$ cat src/rtl/ser_sub_pkg.sv
// Shared types and helpers for the serial-subtractor sequencer.
// The state enum, the phase count and the phase-counter width helper live here.
package ser_sub_pkg;

  typedef enum logic [2:0] {
    IDLE,
    CLR,
    SHIFT_A,
    SHIFT_B,
    DRAIN,
    DONE
  } state_e;

  // Serial phases per operation: shift A, shift B, drain.
  localparam int SER_PHASES = 3;

  // Phase counter width. It must hold 0..WIDTH, so it needs clog2(WIDTH+1) bits.
  function automatic int phase_cnt_w(input int width);
    return $clog2(width + 1);
  endfunction

endpackage

$ cat src/rtl/ser_sub_sequencer_if.sv
// Bus bundle for ser_sub_sequencer. It carries the operand handshake, the serial-unit
// link and the result handshake.
// The master side is the environment (producer, consumer and serial unit).
// The slave side is the sequencer.
interface ser_sub_sequencer_if #(
  parameter int WIDTH = 4
) ();

  logic             in_valid;
  logic             in_ready;
  logic [WIDTH-1:0] op_a;
  logic [WIDTH-1:0] op_b;
  logic             ser_clear_b;
  logic             ser_shift;
  logic             ser_data;
  logic             ser_result;
  logic             out_valid;
  logic             out_ready;
  logic [WIDTH-1:0] result;

  modport master (
    output in_valid, op_a, op_b, ser_result, out_ready,
    input  in_ready, ser_clear_b, ser_shift, ser_data, out_valid, result
  );

  modport slave (
    input  in_valid, op_a, op_b, ser_result, out_ready,
    output in_ready, ser_clear_b, ser_shift, ser_data, out_valid, result
  );

endinterface

$ cat src/rtl/ser_piso.sv
// Loadable WIDTH-bit right-shift register (parallel in, serial out, LSB first).
// Load has priority over shift. A zero is shifted in at the MSB.
module ser_piso #(
  parameter int WIDTH = 4
) (
  input  logic             clk,
  input  logic             clear,
  input  logic             load_i,
  input  logic             shift_i,
  input  logic [WIDTH-1:0] din_i,
  output logic             lsb_o
);

  logic [WIDTH-1:0] sh_q;
  logic [WIDTH-1:0] sh_d;

  genvar gi;
  generate
    for (gi = 0; gi < WIDTH; gi++) begin : g_bit
      if (gi == WIDTH - 1) begin : g_msb
        assign sh_d[gi] = load_i ? din_i[gi] : (shift_i ? 1'b0 : sh_q[gi]);
      end else begin : g_lower
        assign sh_d[gi] = load_i ? din_i[gi] : (shift_i ? sh_q[gi+1] : sh_q[gi]);
      end
    end
  endgenerate

  // Shift-register state, cleared asynchronously.
  always_ff @(posedge clk or posedge clear) begin
    if (clear) begin
      sh_q <= '0;
    end else begin
      sh_q <= sh_d;
    end
  end

  assign lsb_o = sh_q[0];

endmodule

$ cat src/rtl/ser_sub_sequencer.sv
// Upstream sequencer for the serial subtractor.
// On each accepted operation it clears the serial unit, then shifts op_a and op_b into it
// LSB first. It then drains the unit, collecting its serial output into a parallel result,
// and presents that result on a valid/ready handshake.
// Optional feature macro: SER_SEQ_ABORT_EN adds an abort input that cancels a running
// operation.
module ser_sub_sequencer
  import ser_sub_pkg::*;
#(
  parameter int WIDTH = 4
) (
  input logic clk,
  input logic clear,
  ser_sub_sequencer_if.slave bus
`ifdef SER_SEQ_ABORT_EN
  ,
  input logic abort
`endif
);

  localparam int CW = phase_cnt_w(WIDTH);
  localparam logic [CW-1:0] TC = CW'(WIDTH - 1);

  state_e           state_q, state_d;
  logic [CW-1:0]    count_q, count_d;
  logic             ser_clear_b_q, ser_clear_b_d;
  logic             ser_shift_q, ser_shift_d;
  logic             ser_data_q, ser_data_d;
  logic             out_valid_q, out_valid_d;
  logic [WIDTH-1:0] result_q, result_d;

  logic load;
  logic a_shift;
  logic b_shift;
  logic a_bit;
  logic b_bit;

  ser_piso #(.WIDTH(WIDTH)) u_a_sh (
    .clk     (clk),
    .clear   (clear),
    .load_i  (load),
    .shift_i (a_shift),
    .din_i   (bus.op_a),
    .lsb_o   (a_bit)
  );

  ser_piso #(.WIDTH(WIDTH)) u_b_sh (
    .clk     (clk),
    .clear   (clear),
    .load_i  (load),
    .shift_i (b_shift),
    .din_i   (bus.op_b),
    .lsb_o   (b_bit)
  );

  // Next state plus next values of the registered serial/handshake outputs.
  // Each output is decoded for the cycle the FSM is about to enter.
  always_comb begin
    state_d       = state_q;
    count_d       = count_q;
    ser_clear_b_d = 1'b1;
    ser_shift_d   = 1'b0;
    ser_data_d    = 1'b0;
    out_valid_d   = 1'b0;
    result_d      = result_q;
    load          = 1'b0;
    a_shift       = 1'b0;
    b_shift       = 1'b0;

    unique case (state_q)
      IDLE: begin
        if (bus.in_valid) begin
          load          = 1'b1;
          state_d       = CLR;
          ser_clear_b_d = 1'b0;
        end
      end
      CLR: begin
        state_d     = SHIFT_A;
        count_d     = '0;
        ser_shift_d = 1'b1;
        ser_data_d  = a_bit;
        a_shift     = 1'b1;
      end
      SHIFT_A: begin
        ser_shift_d = 1'b1;
        if (count_q == TC) begin
          state_d    = SHIFT_B;
          count_d    = '0;
          ser_data_d = b_bit;
          b_shift    = 1'b1;
        end else begin
          count_d    = count_q + 1'b1;
          ser_data_d = a_bit;
          a_shift    = 1'b1;
        end
      end
      SHIFT_B: begin
        ser_shift_d = 1'b1;
        if (count_q == TC) begin
          state_d = DRAIN;
          count_d = '0;
        end else begin
          count_d    = count_q + 1'b1;
          ser_data_d = b_bit;
          b_shift    = 1'b1;
        end
      end
      DRAIN: begin
        result_d = {bus.ser_result, result_q[WIDTH-1:1]};
        if (count_q == TC) begin
          state_d     = DONE;
          count_d     = '0;
          out_valid_d = 1'b1;
        end else begin
          count_d     = count_q + 1'b1;
          ser_shift_d = 1'b1;
        end
      end
      DONE: begin
        out_valid_d = 1'b1;
        if (bus.out_ready) begin
          state_d     = IDLE;
          out_valid_d = 1'b0;
        end
      end
      default: begin
        state_d = IDLE;
      end
    endcase

`ifdef SER_SEQ_ABORT_EN
    // Abort cancels the operation, clears the serial unit for one cycle and drops the
    // partial result.
    if (abort && (state_q != IDLE)) begin
      state_d       = IDLE;
      count_d       = '0;
      ser_clear_b_d = 1'b0;
      ser_shift_d   = 1'b0;
      ser_data_d    = 1'b0;
      out_valid_d   = 1'b0;
      result_d      = '0;
      load          = 1'b0;
      a_shift       = 1'b0;
      b_shift       = 1'b0;
    end
`endif
  end

  // State, counter and registered outputs, all returned to idle values by clear.
  always_ff @(posedge clk or posedge clear) begin
    if (clear) begin
      state_q       <= IDLE;
      count_q       <= '0;
      ser_clear_b_q <= 1'b1;
      ser_shift_q   <= 1'b0;
      ser_data_q    <= 1'b0;
      out_valid_q   <= 1'b0;
      result_q      <= '0;
    end else begin
      state_q       <= state_d;
      count_q       <= count_d;
      ser_clear_b_q <= ser_clear_b_d;
      ser_shift_q   <= ser_shift_d;
      ser_data_q    <= ser_data_d;
      out_valid_q   <= out_valid_d;
      result_q      <= result_d;
    end
  end

  assign bus.in_ready    = (state_q == IDLE);
  assign bus.ser_clear_b = ser_clear_b_q;
  assign bus.ser_shift   = ser_shift_q;
  assign bus.ser_data    = ser_data_q;
  assign bus.out_valid   = out_valid_q;
  assign bus.result      = result_q;

endmodule
$ cat src/flat_wrapper.sv
// flat-port wrapper written by rule: the top's interface ports become plain ports
module ser_sub_sequencer_flat import ser_sub_pkg::*;
#(
  parameter int WIDTH = 4
)
  (clk, clear, bus_in_valid, bus_op_a, bus_op_b, bus_ser_result, bus_out_ready, bus_in_ready, bus_ser_clear_b, bus_ser_shift, bus_ser_data, bus_out_valid, bus_result);
  ser_sub_sequencer_if #(.WIDTH(WIDTH)) bus_i ();
  input logic clk;
  input logic clear;
  input wire logic [$bits(bus_i.in_valid)-1:0] bus_in_valid;
  input wire logic [$bits(bus_i.op_a)-1:0] bus_op_a;
  input wire logic [$bits(bus_i.op_b)-1:0] bus_op_b;
  input wire logic [$bits(bus_i.ser_result)-1:0] bus_ser_result;
  input wire logic [$bits(bus_i.out_ready)-1:0] bus_out_ready;
  output wire logic [$bits(bus_i.in_ready)-1:0] bus_in_ready;
  output wire logic [$bits(bus_i.ser_clear_b)-1:0] bus_ser_clear_b;
  output wire logic [$bits(bus_i.ser_shift)-1:0] bus_ser_shift;
  output wire logic [$bits(bus_i.ser_data)-1:0] bus_ser_data;
  output wire logic [$bits(bus_i.out_valid)-1:0] bus_out_valid;
  output wire logic [$bits(bus_i.result)-1:0] bus_result;
  assign bus_i.in_valid = bus_in_valid;
  assign bus_i.op_a = bus_op_a;
  assign bus_i.op_b = bus_op_b;
  assign bus_i.ser_result = bus_ser_result;
  assign bus_i.out_ready = bus_out_ready;
  assign bus_in_ready = bus_i.in_ready;
  assign bus_ser_clear_b = bus_i.ser_clear_b;
  assign bus_ser_shift = bus_i.ser_shift;
  assign bus_ser_data = bus_i.ser_data;
  assign bus_out_valid = bus_i.out_valid;
  assign bus_result = bus_i.result;
  ser_sub_sequencer #(.WIDTH(WIDTH)) u_core (.clk(clk), .clear(clear), .bus(bus_i));
endmodule
$ cat config.mk
export PLATFORM = sky130hd
export DESIGN_NAME = ser_sub_sequencer_flat
export DESIGN_NICKNAME = d
export VERILOG_FILES = /design/src/rtl/ser_sub_pkg.sv /design/src/rtl/ser_sub_sequencer_if.sv /design/src/rtl/ser_piso.sv /design/src/rtl/ser_sub_sequencer.sv /design/src/flat_wrapper.sv
export SDC_FILE = /design/constraint.sdc
export NUM_CORES = 1
export LEC_CHECK = 0
export ABC_AREA = 1
export CORE_MARGIN = 8
export CORE_UTILIZATION = 54
export DETAILED_ROUTE_END_ITERATION = 12
export PLACE_DENSITY = 0.87
export SLEW_MARGIN = 25
export SYNTH_ARGS = -nofsm -noshare
export SYNTH_HDL_FRONTEND = slang
export SYNTH_SLANG_ARGS = --single-unit
$ cat constraint.sdc
create_clock -name clk -period 1.9 [get_ports clk]
set_input_delay 0.38 -clock clk [delete_from_list [all_inputs] [get_ports clk]]
set_output_delay 0.38 -clock clk [all_outputs]
set_load 0.02 [all_outputs]
==> results of run 1 <==
per-stage QoR:
stage	util [%]	cell area [um2]	power, mW	hold slack [ns]
2_1_floorplan	-	1150	1.63	0.368
3_3_place_gp	70.7	1400	1.94	0.455
3_5_place_dp	70.7	1400	2.00	0.470
4_1_cts	72.5	1440	2.25	0.386
5_1_grt	72.3	1430	2.42	0.424
6_report	72.3	1430	2.25	0.373
sequential cells by signal, summed over array words and instances, names as in the netlist:
| register | count |
|---|---|
| u_core.bus.out_valid | 1 |
| u_core.bus.result | 4 |
| u_core.bus.ser_clear_b | 1 |
| u_core.bus.ser_data | 1 |
| u_core.bus.ser_shift | 1 |
| u_core.count_q | 3 |
| u_core.state_q | 3 |
| u_core.u_a_sh.sh_q | 4 |
| u_core.u_b_sh.sh_q | 4 |
metal layers:
layer / share of wire (%) / global-route usage, %
met5: 0 / 0
met4: 1.6 / 7.14
met3: 2.9 / 2.67
met2: 51 / 24.5
met1: 45 / 14.8
worst min-delay path by stage:
| stage | from | depth (start not counted) | end |
|---|---|---|---|
| 3_3_place_gp | u_core.bus.result[0] | 2 | u_core.bus.result[0] |
| 6_report | clear | 3 | u_core.state_q[1] |
| 3_5_place_dp | u_core.u_a_sh.sh_q[2] | 2 | u_core.u_a_sh.sh_q[2] |
| 5_1_grt | clear | 3 | u_core.state_q[1] |
| 4_1_cts | clear | 3 | u_core.bus.result[3] |
| 2_1_floorplan | clear | 1 | u_core.bus.out_valid |
layout make-up:
type | count | area share, %
Clock buffer | 4 | 2.53
Inverter | 17 | 4.63
Multi-Input combinational cell | 104 | 36.1
Sequential cell | 22 | 38.5
Tap cell | 27 | 2.36
Timing Repair Buffer | 24 | 15.9
cells by family after synthesis:
logic type | Yosys count
adders and majority gates | 1
buffers and inverters | 18
AOI/OAI and AO/OA | 17
and+or+nand+nor | 86
DFF | 22
timing repair:
| item | 4_1_cts | 5_1_grt |
|---|---|---|
| resized for setup | 1 | 2 |
| endpoints found under the setup margin | 1 | 1 |
| hold buffers | 0 | 0 |
synth_stat cells (3+ instances only):
cell type / instances
nand2_1: 58
dfrtp_1: 21
nand3_1: 10
nand2_4: 3
nor2_2: 3
nor2_1: 6
inv_2: 3
inv_1: 13
o21ai_0: 5
o21ai_1: 7
power by group:
part,switching (mW),internal (mW),leakage [nW]
logic,0.777,0.459,0.436
registers,0.0949,0.652,0.282
clock network,0.148,0.117,0.0210
total,1.02,1.23,0.739
placed cells by master, fill, tap and decap left out, types with 3 or more instances in the layout:
cell type         n
nand2_1          58
dfrtp_1          21
clkdlybuf4s50_1  20
inv_1            13
nand3_1          10
o21ai_1           7
nor2_1            6
o21ai_0           5
inv_2             3
nand2_4           3
nor2_2            3
clkbuf_4          3
buf_4             3
==> metrics.md, run 1 <==
| Metric | Value |
|---|---|
| Post-synthesis sequential area ratio | 48.1% |
| Initial Util | 57.8% |
| R2R setup slack | 0.35 ns |
| Wire per inst | 12.3 um |
| Placer Congestion | 0.860 |
| Syn Area/Cell | 7.96 um2 |
| Async S/R FF share, synth | 100% |
| Crit-path leading delay family | buffers and inverters |
| Critical Path RT | 1.52 ns |
| Power Density | 1570 nW/um2 |
| Worst setup path class | register to output port |
| TritonCTS buffer count | 3 |
| Synth Area in Compound Gates | 8.62% |
| Setup crit end | bus_ser_clear_b |
| DRC violations left | 0 |
| FILL cells | 139 |
| Worst r2r dst | u_core.state_q[2] |
| Mapped Area | 1150 um2 |
| CTS Sinks | 22 |
| Critical path cell sequence | clkdlybuf4s50_1 |
| Largest net degree at the start of global routing | 23 |
| Placed cell count | 194 |
| Worst-Margin Slew | 0.388 ns |
| Layout cell share with drive strength beyond 1 | 16.4% |
| RSZ-0062 raised after global routing | no |
| Yosys warnings | 0 |
| H-tree depth | 1 |
| Slew margin rel. | 74.1% |
| Area leader, netlist | dfrtp_1 |
| Adder-cell share of the synthesized area | 1.09% |
| Core Box Area | 1980 um2 |
| Worst reg2reg startpoint | u_core.count_q[0] |
| Syn Nets | 158 |
| # nets final | 186 |
| Worst skew pair latency | 0.31 ns |
| Setup violators final | 0 |
| Fin crit period | 1.83 ns |
| Worst clock skew | 0.00400 ns |
| R2R depth | 8 |
| # rows | 16 |
| Worst setup EP type | output port |
| Total global routing overflow | 0 |
| Multi-input combinational cell area | 517 um2 |
| #FFs+latches synth | 22 |
| Max Cap Violations | 0 |
| Simple-Gate Fraction of Synth Area | 35.4% |
| Die width | 62.1 um |
| CTS tree | done |
| Largest family of logic cells by synthesized area | simple AND/OR/NAND/NOR gates |
| Main synth FF type | dfrtp_1 |
| Setup TNS | 0 ns |
| Dpl ws | 0.120 ns |
| Die Y | 62.1 um |
| First-pass GRT wire length | 3920 um |
| Pleak | 0.739 nW |
| HPWL Detailed | 1850 um |
| Area Growth Syn to Fin | 25.0% |
| I/O Pins | 22 |
| Drt pass-1 iters | 4 |
| Status | finished clean |
| Crit start category | register |
| Vias in the first global route | 990 |
| Mux cell area share after synthesis | 0% |
| Post-Layout Cell Count | 198 |
| Post-DRT Antenna Nets | 0 |
| Worst min path class | input pin to asynchronous set/reset pin |
| Fin. max-slew vios | 0 |
| Post-Route WL | 2440 um |
| Worst VDD drop | 1080 uV |
| Root Buffer | clkbuf_4 |
| Fin. Hold Viols | 0 |
| Clk buf depth | 2 |
| CP Depth | 1 |
| FMAX | 547 MHz |
| Worst path buffer plus inverter count | 1 |
| Synth Area in XOR/XNOR | 0% |
| Die area | 3850 um2 |
| Worst path slowest cell | clkdlybuf4s50_1 |
| Library cells used by synthesis | 22 |
| Initial drt markers | 28 |
| WP data arrival | 1.45 ns |
| Post-Synthesis Cells | 144 |
| Main area contributors after synthesis | dfrtp_1, nand2_1, nand3_1 |
| Initial antenna violation count | 0 |
| CP max stage delay | 0.59 ns |
| EDFF count, synth | 0 |
| Worst-path clk slew | 0.13 ns |
| Sequential Area | 552 um2 |
| Overall routing resource usage | 13.7% |
| Synth top area share | 45.9% |
| Ant. Diodes | 0 |
| Port Buffers | 21 |
| CP Max Fanout | 1 |
| Final Worst Setup Slack | 0.0715 ns |
| Post-CTS Setup Bufs | 0 |
| Worst Setup SP | u_core.bus.ser_clear_b |
| Vias after detailed routing | 990 |
| Number of vias per cell | 5.00 |
| Fin crit share | 96.2% |
Power figures use the tool's default switching activity.
==> inputs of run 2 (changes only) <==
--- a/config.mk
+++ b/config.mk
@@ -6,7 +6,7 @@
 export NUM_CORES = 1
 export LEC_CHECK = 0
 export ABC_AREA = 1
-export CORE_MARGIN = 8
+export CORE_MARGIN = 1
 export CORE_UTILIZATION = 54
 export DETAILED_ROUTE_END_ITERATION = 12
 export PLACE_DENSITY = 0.87
==> run 2 against run 1 <==
Against the previous run: global-route usage is 8.6 points higher; sequential power is essentially flat; utilization decreased by 0.51 points; sequential share of layout area is 0.27 points higher; flip-flop and latch count did not move; final area down 0.70%; final cell count did not move.
==> metrics.md, run 2 (synthesized netlist as in run 1, its figures left out) <==
| Metric | Value |
|---|---|
| Fin. Hold Viols | 0 (unchanged) |
| Fin. max-slew vios | 0 (unchanged) |
| Setup TNS | 0 ns (unchanged) |
| Setup violators final | 0 (unchanged) |
| WP data arrival | 1.42 ns (-0.03 ns) |
| Worst min path class | input pin to asynchronous set/reset pin |
| Root Buffer | clkbuf_4 |
| CTS Sinks | 22 (unchanged) |
| HPWL Detailed | 1670 um (-10%) |
| Crit start category | register |
| Total global routing overflow | 0 (unchanged) |
| Slew margin rel. | 74.9% (+0.81 points) |
| Worst setup EP type | output port |
| Initial antenna violation count | 0 (unchanged) |
| Vias in the first global route | 856 (-14%) |
| Max Cap Violations | 0 (unchanged) |
| CTS hold repair buffers | 0 (unchanged) |
| Die area | 2310 um2 (-40%) |
| Ant. Diodes | 0 (unchanged) |
| Initial drt markers | 24 (-14%) |
| Port Buffers | 21 (unchanged) |
| CTS tree | done |
| Die width | 48.1 um (-23%) |
| # nets final | 186 (unchanged) |
| Clk buf depth | 2 (unchanged) |
| Layout cell share with drive strength beyond 1 | 15.8% (-0.58 points) |
| Worst-Margin Slew | 0.376 ns (-0.0122 ns) |
| First-pass GRT wire length | 3440 um (-12%) |
| Post-DRT Antenna Nets | 0 (unchanged) |
| Number of vias per cell | 4.99 (-0.10%) |
| Overall routing resource usage | 22.3% (+8.6 points) |
| Critical Path RT | 1.52 ns (about the same) |
| Crit-path leading delay family | buffers and inverters |
| CP max stage delay | 0.59 ns (about the same) |
| Initial Util | 57.8% (unchanged) |
| TritonCTS buffer count | 3 (unchanged) |
| Core Box Area | 1980 um2 (unchanged) |
| Wire per inst | 10.6 um (-14%) |
| RSZ-0062 raised after global routing | no |
| Fin crit period | 1.80 ns (-0.0293 ns) |
| Multi-input combinational cell area | 517 um2 (unchanged) |
| FILL cells | 143 (+2.9%) |
| Worst path slowest cell | clkdlybuf4s50_1 |
| Placer Congestion | 0.902 (+4.9%) |
| Largest net degree at the start of global routing | 23 (unchanged) |
| Commonest non-fill, non-tap cells in the layout | nand2_1, dfrtp_1, clkdlybuf4s50_1 |
| Critical path cell sequence | clkdlybuf4s50_1 |
| Sequential Area | 552 um2 (unchanged) |
| # rows | 16 (unchanged) |
| Post-Route WL | 2100 um (-14%) |
| Worst Hold Margin | 0.409 ns (+0.0357 ns) |
| Worst-path clk slew | 0.11 ns (-0.02 ns) |
| Power Density | 1530 nW/um2 (-2.6%) |
| Worst skew pair latency | 0.31 ns (about the same) |
| Commonest non-fill, non-tap cell in the layout | nand2_1 |
| FMAX | 556 MHz (+1.6%) |
| Die Y | 48.1 um (-23%) |
| Worst VDD drop | 905 uV (-16%) |
| Post-CTS Setup Bufs | 0 (unchanged) |
| CP Max Fanout | 1 (unchanged) |
| Worst path buffer plus inverter count | 1 (unchanged) |
| Fin crit share | 94.7% (-1.5 points) |
| Status | finished clean |
| Drt pass-1 iters | 4 (unchanged) |
| Vias after detailed routing | 989 (-0.10%) |
| I/O Pins | 22 (unchanged) |
| Worst setup path class | register to output port |
| DRC violations left | 0 (unchanged) |
| Worst clock skew | 0.00538 ns (+0.00139 ns) |
| Pleak | 0.733 nW (-0.81%) |
| H-tree depth | 1 (unchanged) |
| Area Growth Syn to Fin | 24.1% |
[run 2: cell counts in the layout (fill, tap and decap cells not counted)]
No cell type changed its count.
[run 2: power breakdown]
part	switching [mW]	leakage, nW	internal (mW)	total (mW)
Clock	0.133	0.0150	0.0820	0.215
Sequential	0.0930	0.282	0.652	0.745
Combinational	0.756	0.436	0.459	1.22
[run 2: cell type report]
cell class | instances | share of cell area, %
well taps | 27 | 2.37
clock buffers | 4 | 1.85
repair buffers | 24 | 16.0
inverters | 17 | 4.66
multi-input cells | 104 | 36.3
flip-flops and latches | 22 | 38.8
[run 2: worst register-to-register path: stages, from the launching register on]
cell     delay [ns]
dfrtp_1        0.41
buf_4          0.16
nor2_1         0.19
nand2_1        0.10
nor2_2         0.31
nand2_1        0.10
nand2_1        0.08
nand2_1        0.04
o21ai_1        0.07
[run 2: layer usage]
layer	share of wire, %	global-route usage, %	up-vias
met5	0	0	-
met4	2.6	13.3	0
met3	4.4	3.40	5
met2	48	35.4	32
met1	44	28.5	447
li1	-	-	505
[run 2: stage by stage]
step	setup slack (ns)	instance area (um2)	utilization [%]	cells	total power, mW
4_1_cts	0.0576	1430	72.0	198	2.19
3_5_place_dp	0.143	1400	70.7	194	1.98
2_1_floorplan	0.618	1150	-	144	1.63
3_3_place_gp	0.163	1400	70.7	194	1.94
5_1_grt	0.0304	1420	71.8	198	2.37
6_report	0.101	1420	71.8	198	2.17
[run 2: worst paths after layout]
| check | start | to | slack [ns] | cells after the start |
|---|---|---|---|---|
| min in group clk | u_core.u_a_sh.sh_q[2] | u_core.u_a_sh.sh_q[2] | 0.48 | 2 |
| worst max-delay path | u_core.bus.ser_clear_b | bus_ser_clear_b | 0.10 | 1 |
| worst min register to register | u_core.u_a_sh.sh_q[2] | u_core.u_a_sh.sh_q[2] | 0.48 | 2 |
| worst min-delay path | clear | u_core.state_q[1] | 0.41 | 3 |
| worst max register to register | u_core.state_q[1] | u_core.u_b_sh.sh_q[0] | 0.37 | 8 |
| max in group asynchronous | clear | u_core.bus.ser_clear_b | 1.21 | 3 |
[run 2: timing repair]
action / in CTS / in global routing
setup endpoints to repair: 1 / 1
cloned: 0 / 0
gates resized for setup: 1 / 2
==> inputs of run 3 (changes only) <==
--- a/config.mk
+++ b/config.mk
@@ -9,6 +9,7 @@
 export CORE_MARGIN = 1
 export CORE_UTILIZATION = 54
 export DETAILED_ROUTE_END_ITERATION = 12
+export MAX_ROUTING_LAYER = met4
 export PLACE_DENSITY = 0.87
 export SLEW_MARGIN = 25
 export SYNTH_ARGS = -nofsm -noshare
==> run 3 against run 2 <==
Against the previous run: final cell count is the same; utilization unchanged; flip-flop and latch count did not move; clock power about the same; first-iteration DRC count did not move; wire length about the same; register-to-register slack about the same; critical path depth did not move; critical endpoint unchanged; largest cell class unchanged; largest power group unchanged.
==> metrics.md, run 3 (synthesized netlist as in run 1, its figures left out) <==
| Metric | Value |
|---|---|
| Setup violators final | 0 (unchanged) |
| Pleak | 0.733 nW (unchanged) |
| Power consumption | 2.17 mW (about the same) |
| Number of vias per cell | 4.99 (unchanged) |
| I/O Pins | 22 (unchanged) |
| Worst setup path class | register to output port |
| Die area | 2310 um2 (unchanged) |
| Fin. max-slew vios | 0 (unchanged) |
| Ant. Diodes | 0 (unchanged) |
| Vias in the first global route | 857 (+0.12%) |
| Die Y | 48.1 um (unchanged) |
| Slew margin rel. | 74.9% (about the same) |
| Total global routing overflow | 0 (unchanged) |
| CP Max Fanout | 1 (unchanged) |
| Drt pass-1 iters | 4 (unchanged) |
| Status | finished clean |
| # rows | 16 (unchanged) |
| Crit-path leading delay family | buffers and inverters |
| Clk network pwr share | 9.8% (about the same) |
| Sw frac | 45.1% (about the same) |
| Worst path slowest cell | clkdlybuf4s50_1 |
| # nets final | 186 (unchanged) |
| Overall routing resource usage | 23.0% (+0.72 points) |
| CTS Sinks | 22 (unchanged) |
| Commonest non-fill, non-tap cells in the layout | nand2_1, dfrtp_1, clkdlybuf4s50_1 |
| Worst clock skew | 0.00528 ns (-0.000103 ns) |
| Initial antenna violation count | 0 (unchanged) |
| Sequential Area | 552 um2 (unchanged) |
| Worst setup EP type | output port |
| RSZ-0062 raised after global routing | no |
| Fin crit share | 94.6% (about the same) |
| R2R depth | 8 (unchanged) |
| Wire per inst | 10.6 um (about the same) |
| Core Box Area | 1980 um2 (unchanged) |
| Placer Congestion | 0.917 (+1.7%) |
| Crit start category | register |
| Multi-input combinational cell area | 517 um2 (unchanged) |
| Worst reg2reg startpoint | u_core.state_q[1] |
| Port Buffers | 21 (unchanged) |
| Largest net degree at the start of global routing | 23 (unchanged) |
| Worst-Margin Slew | 0.376 ns (+0.00000668 ns) |
| WP data arrival | 1.42 ns (about the same) |
| Post-DRT Antenna Nets | 0 (unchanged) |
| Clk buf depth | 2 (unchanged) |
| Die width | 48.1 um (unchanged) |
| CP max stage delay | 0.59 ns (about the same) |
| Dpl ws | 0.143 ns (unchanged) |
| H-tree depth | 1 (unchanged) |
| Initial drt markers | 24 (unchanged) |
| FMAX | 556 MHz (about the same) |
| Fin. Hold Viols | 0 (unchanged) |
| Commonest non-fill, non-tap cell in the layout | nand2_1 |
| Combinational share of power | 55.9% (about the same) |
| CTS tree | done |
| Worst r2r dst | u_core.u_b_sh.sh_q[0] |
| CP Depth | 1 (unchanged) |
| Initial Util | 57.8% (unchanged) |
| HPWL Detailed | 1670 um (unchanged) |
| Final Worst Setup Slack | 0.102 ns (+0.00169 ns) |
| CTS hold repair buffers | 0 (unchanged) |
| Area Growth Syn to Fin | 24.1% (unchanged) |
| Worst VDD drop | 905 uV (about the same) |
| Worst min path class | input pin to asynchronous set/reset pin |
| Critical path cell sequence | clkdlybuf4s50_1 |
| Fin crit period | 1.80 ns (-0.00169 ns) |
| Power Density | 1530 nW/um2 (about the same) |
| Worst-path clk slew | 0.11 ns (about the same) |
| Critical Path RT | 1.52 ns (about the same) |
| Share of power burned in registers | 34.3% (about the same) |
| First-pass GRT wire length | 3440 um (unchanged) |
| FILL cells | 143 (unchanged) |
| Root Buffer | clkbuf_4 |
| Vias after detailed routing | 989 (unchanged) |
| Post-Route WL | 2100 um (about the same) |
| Post-Layout Cell Count | 198 (unchanged) |
| Max Cap Violations | 0 (unchanged) |
| P_sw | 0.981 mW (about the same) |
| DRC violations left | 0 (unchanged) |
| R2R setup slack | 0.37 ns (about the same) |
| Placed cell count | 194 (unchanged) |
| Worst path buffer plus inverter count | 1 (unchanged) |
| TritonCTS buffer count | 3 (unchanged) |
| Layout cell share with drive strength beyond 1 | 15.8% (unchanged) |
| Setup TNS | 0 ns (unchanged) |
| Worst skew pair latency | 0.30 ns (about the same) |
| Int Pwr | 1.19 mW (about the same) |
## run 3: cell counts in the layout (fill, tap and decap cells not counted)
Identical to the previous run, type by type.
## run 3: how the worst max path moves through the flow
stage                                      start           endpoint  slack (ns)
after floorplan                u_core.count_q[0]  u_core.state_q[2]        0.62
after global placement         u_core.state_q[0]       bus_in_ready        0.16
after detailed placement       u_core.state_q[0]       bus_in_ready        0.14
after CTS                      u_core.state_q[0]       bus_in_ready        0.06
after global routing      u_core.bus.ser_clear_b    bus_ser_clear_b        0.03
final                     u_core.bus.ser_clear_b    bus_ser_clear_b        0.10
## run 3: layout make-up
class / count / area share, %
flip-flops and latches: 22 / 38.8
clock buffers: 4 / 1.85
well taps: 27 / 2.37
multi-input cells: 104 / 36.3
inverters: 17 / 4.66
repair buffers: 24 / 16.0
## run 3: what timing repair did
item	in CTS	in global routing
buffers inserted	0	0
setup endpoints to repair	1	1
cloned	0	0
gates resized for setup	1	2
## run 3: routing by layer
| metal | GRT usage [%] | wire [um] |
|---|---|---|
| met5 | - | 0 |
| met2 | 35.4 | 1020 |
| met1 | 28.5 | 934 |
| met3 | 3.40 | 94 |
| met4 | 13.3 | 54 |
## run 3: worst register-to-register path, stage by stage (launching register included)
cell	delay, ns
dfrtp_1	0.41
buf_4	0.16
nor2_1	0.19
nand2_1	0.10
nor2_2	0.31
nand2_1	0.10
nand2_1	0.08
nand2_1	0.04
o21ai_1	0.07
## run 3: per-stage QoR
step	instance area (um2)	utilization (%)	hold WS, ns
after detailed placement	1400	70.7	0.461
after floorplan	1150	-	0.368
after CTS	1430	72.0	0.417
final	1420	71.8	0.411
after global placement	1400	70.7	0.455
after global routing	1420	71.8	0.437
## run 3: power by group through the flow
stage	logic (mW)	registers (mW)	clock network (mW)
floorplan	0.784	0.843	0
global placement	1.19	0.747	0
detailed placement	1.23	0.756	0
CTS	1.22	0.745	0.223
global route	1.37	0.768	0.238
finish	1.22	0.745	0.214
